`src/rtl/uart_pkg.sv`:
```
// uart_pkg: shared state encoding and protocol byte constants for the UART program loader.
//   state_e   : loader FSM states
//   SYNC_CODE : default packet start marker
//   ACK_CODE  : default success response byte
//   NAK_CODE  : default error response byte
package uart_pkg;
    typedef enum logic [2:0] {IDLE, ADDR, LEN, DATA, CSUM, RESP} state_e;
    localparam logic [7:0] SYNC_CODE = 8'hA5;
    localparam logic [7:0] ACK_CODE  = 8'h06;
    localparam logic [7:0] NAK_CODE  = 8'h15;
endpackage

```
`src/rtl/uart_loader_packer.sv`:
```
// uart_loader_packer: assembles little-endian data bytes into 32-bit memory writes.
//   cpu_clk, rst  : clock, synchronous active-high reset
//   start         : new packet, restart at word 0 with an empty word
//   abort         : drop any partially assembled word
//   byte_valid    : byte_data is a data byte to pack this cycle
//   last          : byte_data is the final byte of the packet, flush the word
//   wr_en         : allow memory writes (low for a misaligned packet)
//   base          : packet base address (word aligned when wr_en is high)
//   mem_*         : registered single-cycle memory write port
module uart_loader_packer (
    input  logic        cpu_clk,
    input  logic        rst,
    input  logic        start,
    input  logic        abort,
    input  logic        byte_valid,
    input  logic [7:0]  byte_data,
    input  logic        last,
    input  logic        wr_en,
    input  logic [31:0] base,
    output logic        mem_we,
    output logic [31:0] mem_addr,
    output logic [31:0] mem_wdata,
    output logic [3:0]  mem_wstrb
);
    logic [1:0]  lane_q, lane_d;
    logic [31:0] word_q, word_d, word_n;
    logic [3:0]  strb_q, strb_d, strb_n;
    logic [29:0] widx_q, widx_d;
    logic        mem_we_d;
    logic [31:0] mem_addr_d, mem_wdata_d;
    logic [3:0]  mem_wstrb_d;

    always_comb begin
        word_n      = word_q | ({24'd0, byte_data} << {lane_q, 3'b000});
        strb_n      = strb_q | (4'b0001 << lane_q);
        lane_d      = lane_q;
        word_d      = word_q;
        strb_d      = strb_q;
        widx_d      = widx_q;
        mem_we_d    = 1'b0;
        mem_addr_d  = '0;
        mem_wdata_d = '0;
        mem_wstrb_d = '0;
        if (start || abort) begin
            lane_d = '0;
            word_d = '0;
            strb_d = '0;
            widx_d = start ? '0 : widx_q;
        end else if (byte_valid) begin
            if (lane_q == 2'd3 || last) begin
                // Bus stays all-zero when writes are suppressed so nothing stale is visible.
                if (wr_en) begin
                    mem_we_d    = 1'b1;
                    mem_addr_d  = base + {widx_q, 2'b00};
                    mem_wdata_d = word_n;
                    mem_wstrb_d = strb_n;
                end
                lane_d = '0;
                word_d = '0;
                strb_d = '0;
                widx_d = widx_q + 30'd1;
            end else begin
                lane_d = lane_q + 2'd1;
                word_d = word_n;
                strb_d = strb_n;
            end
        end
    end

    always_ff @(posedge cpu_clk) begin
        if (rst) begin
            lane_q    <= '0;
            word_q    <= '0;
            strb_q    <= '0;
            widx_q    <= '0;
            mem_we    <= 1'b0;
            mem_addr  <= '0;
            mem_wdata <= '0;
            mem_wstrb <= '0;
        end else begin
            lane_q    <= lane_d;
            word_q    <= word_d;
            strb_q    <= strb_d;
            widx_q    <= widx_d;
            mem_we    <= mem_we_d;
            mem_addr  <= mem_addr_d;
            mem_wdata <= mem_wdata_d;
            mem_wstrb <= mem_wstrb_d;
        end
    end
endmodule

```
`src/rtl/uart_loader.sv`:
```
// uart_loader: boot-time loader parsing framed UART packets into memory writes.
//   cpu_clk, rst          : clock, synchronous active-high reset
//   r_ready, r_data_out   : receive FIFO non-empty flag and head byte
//   r_overflow            : sticky receive overflow, forces a NAK mid-packet
//   r_enable              : pop the receive FIFO this cycle
//   w_ready, w_enable     : transmit FIFO space / push strobe
//   w_data_in             : response byte (ACK or NAK)
//   mem_we/addr/wdata/wstrb : single-cycle memory write port
//   loading               : high from sync accepted until response pushed
//   done                  : one-cycle pulse after an ACK is pushed
// Packet: SYNC, addr[4] LE, len[2] LE, data[len], csum (8-bit sum of addr, len and data bytes).
module uart_loader
    import uart_pkg::*;
#(
    parameter int         TIMEOUT_CYCLES = 1000000,
    parameter logic [7:0] SYNC_BYTE      = SYNC_CODE,
    parameter logic [7:0] ACK_BYTE       = ACK_CODE,
    parameter logic [7:0] NAK_BYTE       = NAK_CODE
) (
    input  logic        cpu_clk,
    input  logic        rst,
    input  logic        r_ready,
    input  logic [7:0]  r_data_out,
    input  logic        r_overflow,
    output logic        r_enable,
    input  logic        w_ready,
    output logic        w_enable,
    output logic [7:0]  w_data_in,
    output logic        mem_we,
    output logic [31:0] mem_addr,
    output logic [31:0] mem_wdata,
    output logic [3:0]  mem_wstrb,
    output logic        loading,
    output logic        done
);
    localparam logic [31:0] TMO_LAST = 32'(TIMEOUT_CYCLES - 1);

    state_e      state_q, state_d;
    logic [1:0]  cnt_q, cnt_d;
    logic [31:0] base_q, base_d;
    logic [15:0] len_q, len_d;
    logic [15:0] dcnt_q, dcnt_d;
    logic [7:0]  csum_q, csum_d;
    logic        err_q, err_d;
    logic        mis_q, mis_d;
    logic [31:0] tmo_q, tmo_d;
    logic        loading_q, loading_d;
    logic        done_q, done_d;
    logic        active, pk_start, pk_abort, pk_valid, pk_last;

    assign r_enable  = r_ready && state_q != RESP;
    assign w_enable  = state_q == RESP && w_ready;
    assign w_data_in = w_enable ? (err_q ? NAK_BYTE : ACK_BYTE) : 8'h00;
    assign loading   = loading_q;
    assign done      = done_q;

    always_comb begin
        active    = state_q inside {ADDR, LEN, DATA, CSUM};
        state_d   = state_q;
        cnt_d     = cnt_q;
        base_d    = base_q;
        len_d     = len_q;
        dcnt_d    = dcnt_q;
        csum_d    = csum_q;
        err_d     = err_q;
        mis_d     = mis_q;
        tmo_d     = active ? (r_enable ? '0 : tmo_q + 32'd1) : '0;
        loading_d = loading_q;
        done_d    = 1'b0;
        pk_start  = 1'b0;
        pk_abort  = 1'b0;
        pk_valid  = 1'b0;
        pk_last   = 1'b0;
        if (state_q != IDLE && r_overflow)
            err_d = 1'b1;
        case (state_q)
            IDLE: if (r_enable && r_data_out == SYNC_BYTE) begin
                state_d   = ADDR;
                cnt_d     = '0;
                csum_d    = '0;
                err_d     = 1'b0;
                mis_d     = 1'b0;
                loading_d = 1'b1;
                pk_start  = 1'b1;
            end
            ADDR: if (r_enable) begin
                base_d = {r_data_out, base_q[31:8]};
                csum_d = csum_q + r_data_out;
                cnt_d  = cnt_q + 2'd1;
                if (cnt_q == 2'd3) begin
                    state_d = LEN;
                    if (base_d[1:0] != 2'b00) begin
                        err_d = 1'b1;
                        mis_d = 1'b1;
                    end
                end
            end
            LEN: if (r_enable) begin
                len_d  = {r_data_out, len_q[15:8]};
                csum_d = csum_q + r_data_out;
                cnt_d  = cnt_q + 2'd1;
                dcnt_d = '0;
                if (cnt_q == 2'd1) begin
                    cnt_d   = '0;
                    state_d = len_d == 16'd0 ? CSUM : DATA;
                end
            end
            DATA: begin
                pk_valid = r_enable;
                pk_last  = dcnt_q == len_q - 16'd1;
                if (r_enable) begin
                    csum_d  = csum_q + r_data_out;
                    dcnt_d  = dcnt_q + 16'd1;
                    state_d = pk_last ? CSUM : DATA;
                end
            end
            CSUM: if (r_enable) begin
                if (r_data_out != csum_q)
                    err_d = 1'b1;
                state_d = RESP;
            end
            RESP: if (w_ready) begin
                state_d   = IDLE;
                loading_d = 1'b0;
                done_d    = !err_q;
            end
            default: state_d = IDLE;
        endcase
        // A byte arriving on the deadline cycle still counts; only a silent cycle aborts.
        if (active && !r_enable && tmo_q == TMO_LAST) begin
            err_d    = 1'b1;
            state_d  = RESP;
            tmo_d    = '0;
            pk_abort = 1'b1;
        end
    end

    always_ff @(posedge cpu_clk) begin
        if (rst) begin
            state_q   <= IDLE;
            cnt_q     <= '0;
            base_q    <= '0;
            len_q     <= '0;
            dcnt_q    <= '0;
            csum_q    <= '0;
            err_q     <= 1'b0;
            mis_q     <= 1'b0;
            tmo_q     <= '0;
            loading_q <= 1'b0;
            done_q    <= 1'b0;
        end else begin
            state_q   <= state_d;
            cnt_q     <= cnt_d;
            base_q    <= base_d;
            len_q     <= len_d;
            dcnt_q    <= dcnt_d;
            csum_q    <= csum_d;
            err_q     <= err_d;
            mis_q     <= mis_d;
            tmo_q     <= tmo_d;
            loading_q <= loading_d;
            done_q    <= done_d;
        end
    end

    uart_loader_packer u_packer (
        .cpu_clk    (cpu_clk),
        .rst        (rst),
        .start      (pk_start),
        .abort      (pk_abort),
        .byte_valid (pk_valid),
        .byte_data  (r_data_out),
        .last       (pk_last),
        .wr_en      (!mis_q),
        .base       (base_q),
        .mem_we     (mem_we),
        .mem_addr   (mem_addr),
        .mem_wdata  (mem_wdata),
        .mem_wstrb  (mem_wstrb)
    );
endmodule

```
`config.mk`:
```
export PLATFORM = sky130hd
export DESIGN_NAME = uart_loader
export DESIGN_NICKNAME = d
export VERILOG_FILES = /design/src/rtl/uart_pkg.sv /design/src/rtl/uart_loader_packer.sv /design/src/rtl/uart_loader.sv
export SDC_FILE = /design/constraint.sdc
export NUM_CORES = 1
export LEC_CHECK = 0
export CELL_PAD_IN_SITES_DETAIL_PLACEMENT = 0
export CELL_PAD_IN_SITES_GLOBAL_PLACEMENT = 2
export CORE_MARGIN = 5
export CORE_UTILIZATION = 35
export CTS_CLUSTER_DIAMETER = 120
export DETAILED_ROUTE_END_ITERATION = 12
export GPL_TIMING_DRIVEN = 0
export PLACE_DENSITY_LB_ADDON = 0.05
export SYNTH_ARGS = -nofsm -noshare
export SYNTH_HDL_FRONTEND = slang
export SYNTH_SLANG_ARGS = --single-unit
```
`constraint.sdc`:
```
create_clock -name cpu_clk -period 3.9 [get_ports cpu_clk]
set_input_delay 0.585 -clock cpu_clk [delete_from_list [all_inputs] [get_ports cpu_clk]]
set_output_delay 0.585 -clock cpu_clk [all_outputs]
set_load 0.05 [all_outputs]
```
==> metrics.yaml <==
outcome: "completed"
layout-drive-gt1-share_pct: 6.074
cp-end-kind: "flop"
final_common_cell: "dfxtp_1"
fmax_ghz: 0.2721
p_leak_nw: 5.082
port_buffers: 87
ff2ff_path_depth: 13
highest_layer: "met4"
grt_pass1_wl_microns: 53470
n_fill_cell: 3364
fin_skew_ns: 0.01496
rsz0062_at_grt: "no"
ys_seq_elements: 250
layout.cells.non_filler: 1973
synth_cell_type_count: 67
hold_class: "flop to flop"
start_util_pct: 35.43
die-area_sq_mm: 0.03658
dp_hpwl_microns: 24550
std_cell_rows: 66
fp.dieH_microns: 191.3
worst_hold_slack_ns: 0.4495
dieWidth_microns: 191.3
synth_flop_cell: "dfxtp_1"
dp.cells: 1915
drt-met1-wl_microns: 17160
worstSkewPairLatency_ns: 0.56
cp_max_fo: 10
routed_wl_microns: 33110
tightest_slew_ns: 0.9214
wl_met3_microns: 1219
core_sq_mm: 0.03245
avgSynthCellArea_sq_um: 8.315
drc: 0
mostFrequentLayoutCells: "dfxtp_1 (250), nor2_1 (219), nand2_1 (162), a21oi_1 (161), clkdlybuf4s50_1 (87)"
min_period_over_period_pct: 94.24
drv_cap: 0
synthesis.area_sq_mm: 0.01150
diodes: 0
grt_max_degree: 15
synth_edf_count: 0
vias: 9708
dpl_cell_area_sq_mm: 0.01293
clk_pin_slew_worst_paths_ns: 0.06
fin_area_sq_mm: 0.01402
antenna_found_initial: 0
setup_slack_ns: 0.2246
syn_inst: 1383
nNetsFinal: 1570
required_ns: 4.36
seq_area_frac_synth_pct: 43.52
critPathLaunchType: "flop"
syn_to_final_growth_pct: 21.92
async_reset_ff_share_pct: 0
drv_slew: 0
ir_worst_vdd_uv: 306.6
pre_cts_ws_ns: -0.1182
routabilityCongestion: 0.8352
root_buffer: "clkbuf_16"
drt.antenna.violating_nets: 0
setup_violations: 0
drt_iter0_drc: 401
wl_met2_microns: 14140
clock_path_buffers: 3
cts_inserted_buffers: 30
dr.pass1.iters: 4
crit_type: "flop to flop"
crit_arrival_ns: 4.14
finalHoldViolations: 0
fin_crit_ns: 3.675
grt.total_usage_pct: 18.16
cellPowerDensity_mw_per_mm2: 394.4
overflow: 0
cts_tree: "built"
yosys_warnings: 0
hold_path_depth: 1
grt_pass1_vias: 9448
fin_util_pct: 43.20
cts_sinks: 250
cts.htree.levels: 1
viasPerCell: 4.920
ios: 94
wire_per_inst_microns: 16.78
max_slew_margin_pct: 38.10
-- final timing paths --
kind	from	endpoint	slack [ns]
setup / recovery	len_q[0]	u_packer.mem_addr[7]	0.22
hold reg to reg	tmo_q[0]	tmo_q[0]	0.45
hold / removal	tmo_q[0]	tmo_q[0]	0.45
setup reg to reg	len_q[0]	u_packer.mem_addr[7]	0.22
-- state kept, by name, summed over array words and instances (netlist names), 3 cells and up --
name                flops
state_q                 3
u_packer.strb_q         4
u_packer.word_q        32
u_packer.mem_wdata     32
base_q                 32
csum_q                  8
u_packer.mem_addr      32
len_q                  16
u_packer.mem_wstrb      4
tmo_q                  32
dcnt_q                 16
u_packer.widx_q        30
-- metrics by stage --
step | power [W] | setup TNS [ns]
6_report | 0.005530 | 0
5_1_grt | 0.005754 | 0
4_1_cts | 0.005622 | 0
3_5_place_dp | 0.002726 | -3.044
3_3_place_gp | 0.002727 | -4.837
2_1_floorplan | 0.002674 | 0
-- routing by layer --
layer / vias to the layer above / track usage (%)
met5: - / 0
met4: 0 / 3.674
met3: 43 / 2.666
met2: 135 / 28.05
met1: 4541 / 27.00
li1: 4989 / -
-- cell families after synthesis --
| family | after synthesis | synth area share (%) |
|---|---|---|
| xor+xnor | 111 | 8.454 |
| buf+inv | 105 | 4.069 |
| mux | 4 | 0.3591 |
| simple gates | 597 | 24.39 |
| other cells | 1 | 0.03261 |
| flops | 250 | 43.52 |
| fa+ha+maj | 49 | 5.462 |
| compound gates | 266 | 13.71 |
-- where the power goes --
part	switching, W	internal [W]
logic	0.0000865	0.0000287
registers	0.000000203	0.00255
clock network	0.00112	0.00174
total	0.00121	0.00432
-- worst max-delay path, stage by stage (launching register included) --
cell      delay, ns
dfxtp_1        0.37
inv_1          0.08
ha_2           0.21
or4b_1         0.44
clkbuf_1       0.19
or4_1          0.52
o311ai_1       0.10
nor2_2         0.12
o41ai_4        0.46
nand2_2        0.14
or3_1          0.41
buf_6          0.19
buf_6          0.15
nor2_1         0.18
-- repair_timing --
action,in CTS,in global routing
setup endpoints to repair,48,75
pin swaps,1,1
resized for setup,2,13
setup buffers,1,1
hold buffers,0,0
gates cloned,0,1
-- area by class of cell --
class                      count  area, sq um  area share (%)
sequential                   250         5005           35.70
multi-input combinational   1031         6068           43.28
timing repair buffer          90        890.9           6.354
clock buffer                  39        855.8           6.104
clock inverter                16        167.7           1.196
inverter                      37        138.9          0.9905
buffer                        68        341.6           2.436
tap                          442        553.0           3.944
-- cell usage after synthesis (6+ instances only) --
library cell	instances	area share, %
dfxtp_1	250	44
nor2_1	221	7.2
nand2_1	162	5.3
a21oi_1	161	7.0
xnor2_1	63	4.8
clkbuf_1	51	1.7
xor2_1	48	3.7
ha_1	47	5.1
nor3_1	41	1.8
inv_1	35	1.1
nand3_1	34	1.5
o21ai_0	21	0.91
a21o_1	18	1.2
and2_1	16	0.87
nor4_1	16	0.87
nand4_1	15	0.82
a31oi_1	14	0.76
and3_1	13	0.71
nand2b_1	12	0.65
or3_1	12	0.65
nor2b_1	9	0.49
nor3b_1	9	0.59
a211oi_1	8	0.52
o21a_1	8	0.52
buf_4	6	0.39
buf_6	6	0.59
o21bai_1	6	0.39
Note: power is estimated with default switching activity, not from simulation.
